**config.mk**
```make
export PLATFORM = sky130hd
export DESIGN_NAME = serial_adder_ctrl
export DESIGN_NICKNAME = d
export VERILOG_FILES = /design/src/rtl/serial_adder_ctrl.sv
export SDC_FILE = /design/constraint.sdc
export NUM_CORES = 1
export LEC_CHECK = 0
export ABC_AREA = 1
export BUFFER_PORTS_ARGS = -buffer_cell sky130_fd_sc_hd__buf_2
export CORE_MARGIN = 5
export CORE_UTILIZATION = 55
export CTS_BUF_LIST = sky130_fd_sc_hd__clkbuf_8
export CTS_CLUSTER_SIZE = 12
export DETAILED_ROUTE_END_ITERATION = 6
export PLACE_DENSITY_LB_ADDON = 0.3
export SKIP_CTS_REPAIR_TIMING = 1
export SLEW_MARGIN = 20
export SYNTH_ARGS = -nofsm -noshare
export SYNTH_HDL_FRONTEND = slang
export SYNTH_SLANG_ARGS = --single-unit
```
**constraint.sdc**
```tcl
create_clock -name clk -period 3.1 [get_ports clk]
set_input_delay 0.31 -clock clk [delete_from_list [all_inputs] [get_ports clk]]
set_output_delay 0.31 -clock clk [all_outputs]
set_load 0.02 [all_outputs]
```
**src/rtl/serial_adder_ctrl.sv**
```systemverilog
// serial_adder_ctrl: bit-serial WIDTH-bit adder sequencing one full-adder cell LSB-first.
// adder: 1-bit full-adder cell.
module adder (
    output logic s,
    output logic cout,
    input  logic a,
    input  logic b,
    input  logic cin
);
    assign s    = a ^ b ^ cin;
    assign cout = (a & b) | (cin & (a ^ b));
endmodule

module serial_adder_ctrl #(
    parameter int WIDTH = 8
) (
    input  logic             clk,
    input  logic             rst_n,
    input  logic             start,
    input  logic [WIDTH-1:0] a,
    input  logic [WIDTH-1:0] b,
    input  logic             cin,
    output logic             busy,
    output logic             done,
    output logic [WIDTH-1:0] sum,
    output logic             cout
);
    localparam int CW = $clog2(WIDTH + 1);
    typedef enum logic [1:0] {IDLE, RUN, DONE} state_t;
    state_t           state_q, state_d;
    logic [WIDTH-1:0] sa_q, sa_d, sb_q, sb_d, sr_q, sr_d, sum_q, sum_d;
    logic [CW-1:0]    cnt_q, cnt_d;
    logic             c_q, c_d, cout_q, cout_d, busy_q, busy_d, done_q, done_d;
    logic             sbit, cbit;
    logic [WIDTH-1:0] sr_next;
    adder u_adder (.s(sbit), .cout(cbit), .a(sa_q[0]), .b(sb_q[0]), .cin(c_q));
    // shift form avoids a zero-width slice when WIDTH is 1
    assign sr_next = (sr_q >> 1) | (WIDTH'(sbit) << (WIDTH - 1));
    always_comb begin
        state_d = state_q;
        sa_d    = sa_q;
        sb_d    = sb_q;
        sr_d    = sr_q;
        c_d     = c_q;
        cnt_d   = cnt_q;
        sum_d   = sum_q;
        cout_d  = cout_q;
        if (state_q == RUN) begin
            sa_d  = sa_q >> 1;
            sb_d  = sb_q >> 1;
            sr_d  = sr_next;
            c_d   = cbit;
            cnt_d = cnt_q + CW'(1);
            if (cnt_q == CW'(WIDTH - 1)) begin
                sum_d   = sr_next;
                cout_d  = cbit;
                state_d = DONE;
            end
        end else if (start) begin
            sa_d    = a;
            sb_d    = b;
            c_d     = cin;
            cnt_d   = '0;
            state_d = RUN;
        end else begin
            state_d = IDLE;
        end
        busy_d = state_d == RUN;
        done_d = state_d == DONE;
    end
    always_ff @(posedge clk or negedge rst_n) begin
        if (!rst_n) begin
            state_q <= IDLE;
            sa_q    <= '0;
            sb_q    <= '0;
            sr_q    <= '0;
            c_q     <= 1'b0;
            cnt_q   <= '0;
            sum_q   <= '0;
            cout_q  <= 1'b0;
            busy_q  <= 1'b0;
            done_q  <= 1'b0;
        end else begin
            state_q <= state_d;
            sa_q    <= sa_d;
            sb_q    <= sb_d;
            sr_q    <= sr_d;
            c_q     <= c_d;
            cnt_q   <= cnt_d;
            sum_q   <= sum_d;
            cout_q  <= cout_d;
            busy_q  <= busy_d;
            done_q  <= done_d;
        end
    end
    assign busy = busy_q;
    assign done = done_q;
    assign sum  = sum_q;
    assign cout = cout_q;
endmodule

```
Word-level counts from Yosys, hierarchy flattened:

Cells that the tools add are included.

* reductions and logical operators: 2
* mux-type cells: 11
* add/subtract/negate cells: 1
* eq/ne operators: 4
* bitwise operators: 6

Operator list (number)
* $mux W8: 4
* $mux W4: 2
* $or A7 B8 Y8: 1
* $add A4 B1 Y4 const B: 1
* $eq A2 B1 Y1 const B: 2
* $eq A4 B3 Y1 const B: 1
* $mux W2: 2
* $mux W1: 3
* $and A1 B1 Y1: 2
* $eq A2 B2 Y1 const B: 1
* $reduce_and A2 Y1: 1
* $reduce_bool A2 Y1: 1
* $xor A1 B1 Y1: 2
* $or A1 B1 Y1: 1

* output and inout port bits: 11
* bits in registers: 42
* logic and storage cells: 34
* input bits: 20

Depth between registers and ports, before layout:

* word-level depth: 4
* depth in mapped cells: 7

Cells and area by module:

Synthesis repeated with hierarchy kept, for this count alone.

* cell total of the unflattened synthesis: 193
* area, all modules: 1790.5 um2

Modules (own cells, without submodules)
* serial_adder_ctrl: cells an instance 192, area each 1770.4 um2, instances 1
* adder: cells an instance 1, area each 20.0 um2, instances 1

Worst setup path after synthesis:

Ideal clock, no wire load.

* path type: reg-to-reg
* from: register cnt_q[0]
* to: register cout_q, in the netlist cout
* required time: 2983 ps
* data arrival time: 1095 ps
* library setup time: 117 ps
* slack: 1888 ps
* period minus slack after synthesis: 1212 ps
* stages on the path, launching flop included: 8
* cells stage by stage: dfrtp_1 ha_1 nand2_2 nor2_4 nand2_4 buf_6 nand2_1 nand2_1

* cells in the longest elaborated chain, start to end: 2

Ends and longest elaborated chain
* start, declared: RTL line 32 `logic [CW-1:0] cnt_q, cnt_d;`
* start signal, assigned: RTL line 89 `cnt_q <= cnt_d;`
* $eq A4 B3 Y1: RTL line 54 `if (cnt_q == CW'(WIDTH - 1)) begin`
* $reduce_and A2 Y1 (no line)
* end signal, assigned: RTL line 91 `cout_q <= cout_d;`
* end, declared: RTL line 33 `logic c_q, c_d, cout_q, cout_d, busy_q, busy_d, done_q, done_d;`

Every way passes these cells.
A chain may end at the register's enable or synchronous reset.

Worst setup path in the final report:

* from: register state_q[1]
* to: register state_q[0]

* cells in the longest elaborated chain, start to end: 2

Ends and longest elaborated chain
* start, declared: RTL line 30 `state_t state_q, state_d;`
* start signal, assigned: RTL line 84 `state_q <= state_d;`
* $eq A2 B1 Y1: RTL line 48 `if (state_q == RUN) begin`
* $mux W2: RTL line 48
* net state_d[0]: RTL line 30

The timed path passes the listed nets, and every way through them passes these cells.

==> impl_metrics.ini <==
[setup_path]
worstPathRequired_ps = 3270
worstSetupPathType = flop to flop
crit_fanout = 37
crit_chain = nor2_8 > nand2_4 > inv_1 > nor2_1
cp_data_arrival_time_ps = 1560
startpoint = state_q[1]$_DFF_PN0_
r2r_start = state_q[1]$_DFF_PN0_
cpPeakStageDelay_ps = 470
end_kind = flop
critPathSlowestCell = nor2_8
worstSetupStartpointType = flop

[clock_network]
cts_max_path_buffers = 2
numCtsBuffers = 5
clk_pin_slew_ps = 70
cts_root_buf = clkbuf_8
cts_sinks = 41
clock_latency_ps = 290
h-tree-depth = 2
tritoncts = yes

[final_layout]
area_growth_pct = 12.32
final_nets = 243
final_util_pct = 64.88
drive_above_1_share_pct = 19.37
diodes = 0

[synth]
synth_area_sq_um = 1778
synthCells = 192
avgSynthCellArea_sq_um = 9.260
synth.net_count = 214
ys_seq_area_share_pct = 57.71
synth_cell_types = 16
yosysWarnings = 0
synth_seq_cells = 41

[routing]
vias = 1355
dr.pass1.iters = 4
drc = 0
routed_wl_mm = 3.293
drtIter0Drc = 68
ant_nets = 0
vias_per_cell = 5.094
wl_per_cell_um = 12.38

[power]
peakVddDrop_v = 0.0004158
power.density_nw_per_um2 = 984.2
p_leak_nw = 1.083

[grt]
overflow = 0
grt_usage_pct = 17.05
antenna_found_initial = 0
grt_max_degree = 42
grt_pass1_vias = 1303
grt_pass1_wl_mm = 5.671

[sta]
timing.hold.ws_ps = 129.2
worst_pin_slew_ps = 879.0
max_freq_mhz = 718.8
min_period_ps = 1391
fin_crit_sh_pct = 44.88
fin_setup_tns_ps = 0
maxSlewHeadroom_pct = 41.40
clock_skew_ps = 4.345
finalHoldViolations = 0
slew_violations = 0
setup_viol = 0
rsz0062_at_grt = false

[floorplan]
die_h_um = 66.86
dieArea_sq_um = 4470
core-area_sq_um = 3078
start_util_pct = 57.76
ios = 31
fp.dieW_um = 66.86
fp-row-count = 20

[place]
hpwl_mm = 2.353
placement.io_buffers = 30
gp_congestion = 0.7485

[hold_path]
min_path_type = input port to async pin

[run_status]
outcome = finished clean

[run]
max_cap_violations = 0
[synth_stat cells]
master / count / area [sq um]
inv_1: 9 / 33.78
nand4_1: 1 / 6.260
buf_2: 1 / 5.000
nand2_1: 73 / 274.0
fa_1: 1 / 20.02
nor2_4: 2 / 22.52
nor2_1: 3 / 11.26
nor2_8: 2 / 40.04
buf_4: 4 / 30.03
nand2_4: 1 / 11.26
nand3_1: 41 / 205.2
ha_1: 1 / 12.51
o21ai_0: 8 / 40.04
buf_6: 3 / 33.78
dfrtp_1: 41 / 1026
nand2_2: 1 / 6.260
[worst max-delay path, delay by kind of cell, from the launching register on]
| family | cells | cell delay (ps) |
|---|---|---|
| and+or+nand+nor | 3 | 690 |
| DFF | 1 | 440 |
| buffers and inverters | 1 | 120 |
[state kept, by name, summed over array words and instances, names as in the netlist]
register,cells
state_q,2
done,1
sum,8
cnt_q,4
sa_q,8
c_q,1
cout,1
busy,1
sb_q,8
sr_q,7
[per-stage QoR]
step           total power [mW]  cells  area, sq um  setup WS (ps)
4_1_cts                   1.988    266         1997           1690
6_report                  1.965    266         1997           1709
5_1_grt                   2.133    266         1997           1559
3_5_place_dp              1.658    258         1914           1706
2_1_floorplan             1.503    192         1778           1888
3_3_place_gp              1.608    258         1914           1744
[power by group]
part           total (mW)  switching (mW)  leakage [nW]  internal (mW)
Sequential          0.909           0.147         0.527          0.762
Clock               0.328           0.175        0.0491          0.153
Combinational       0.728           0.487         0.507          0.241
Total                1.97           0.809          1.08           1.16
[per-layer routing]
metal / global-route usage [%] / vias up / share of wire [%]
li1: - / 675 / -
met1: 21.05 / 637 / 43
met2: 26.86 / 35 / 49
met3: 6.239 / 8 / 6.2
met4: 7.089 / 0 / 1.7
met5: 0 / - / 0
[cell families after synthesis]
| group | Yosys count | synth area share [%] |
|---|---|---|
| compound gates | 8 | 2.252 |
| buf+inv | 17 | 5.770 |
| fa+ha+maj | 2 | 1.830 |
| simple gates | 124 | 32.44 |
| flops | 41 | 57.71 |
[cell usage in the layout (no fill, tap or decap), drive strengths merged]
cell    count
clkinv      2
nand2      75
clkbuf      5
nand4       1
buf        30
o21ai       8
nand3      41
inv        10
ha          1
nor2        7
fa          1
dfrtp      41
[layout make-up]
type,instances,area [sq um]
fill,292,1081
sequential,41,1026
multi-input combinational,134,649.4
timing repair buffer,30,150.1
clock buffer,5,68.82
tap,44,55.05
inverter,9,33.78
clock inverter,3,13.76
[path summary, 6_finish.rpt]
check	end	slack, ps	depth (start not counted)
worst max-delay path	state_q[0]$_DFF_PN0_	1710	4
worst min-delay path	sum[4]$_DFFE_PN0P_	130	1
worst max register to register	state_q[0]$_DFF_PN0_	1710	4
worst min register to register	sum[7]$_DFFE_PN0P_	470	2
max in group asynchronous	sb_q[3]$_DFFE_PN0P_	2420	1
min in group clk	sb_q[7]$_DFFE_PN0P_	220	3
Note: power is estimated with default switching activity, not from simulation.
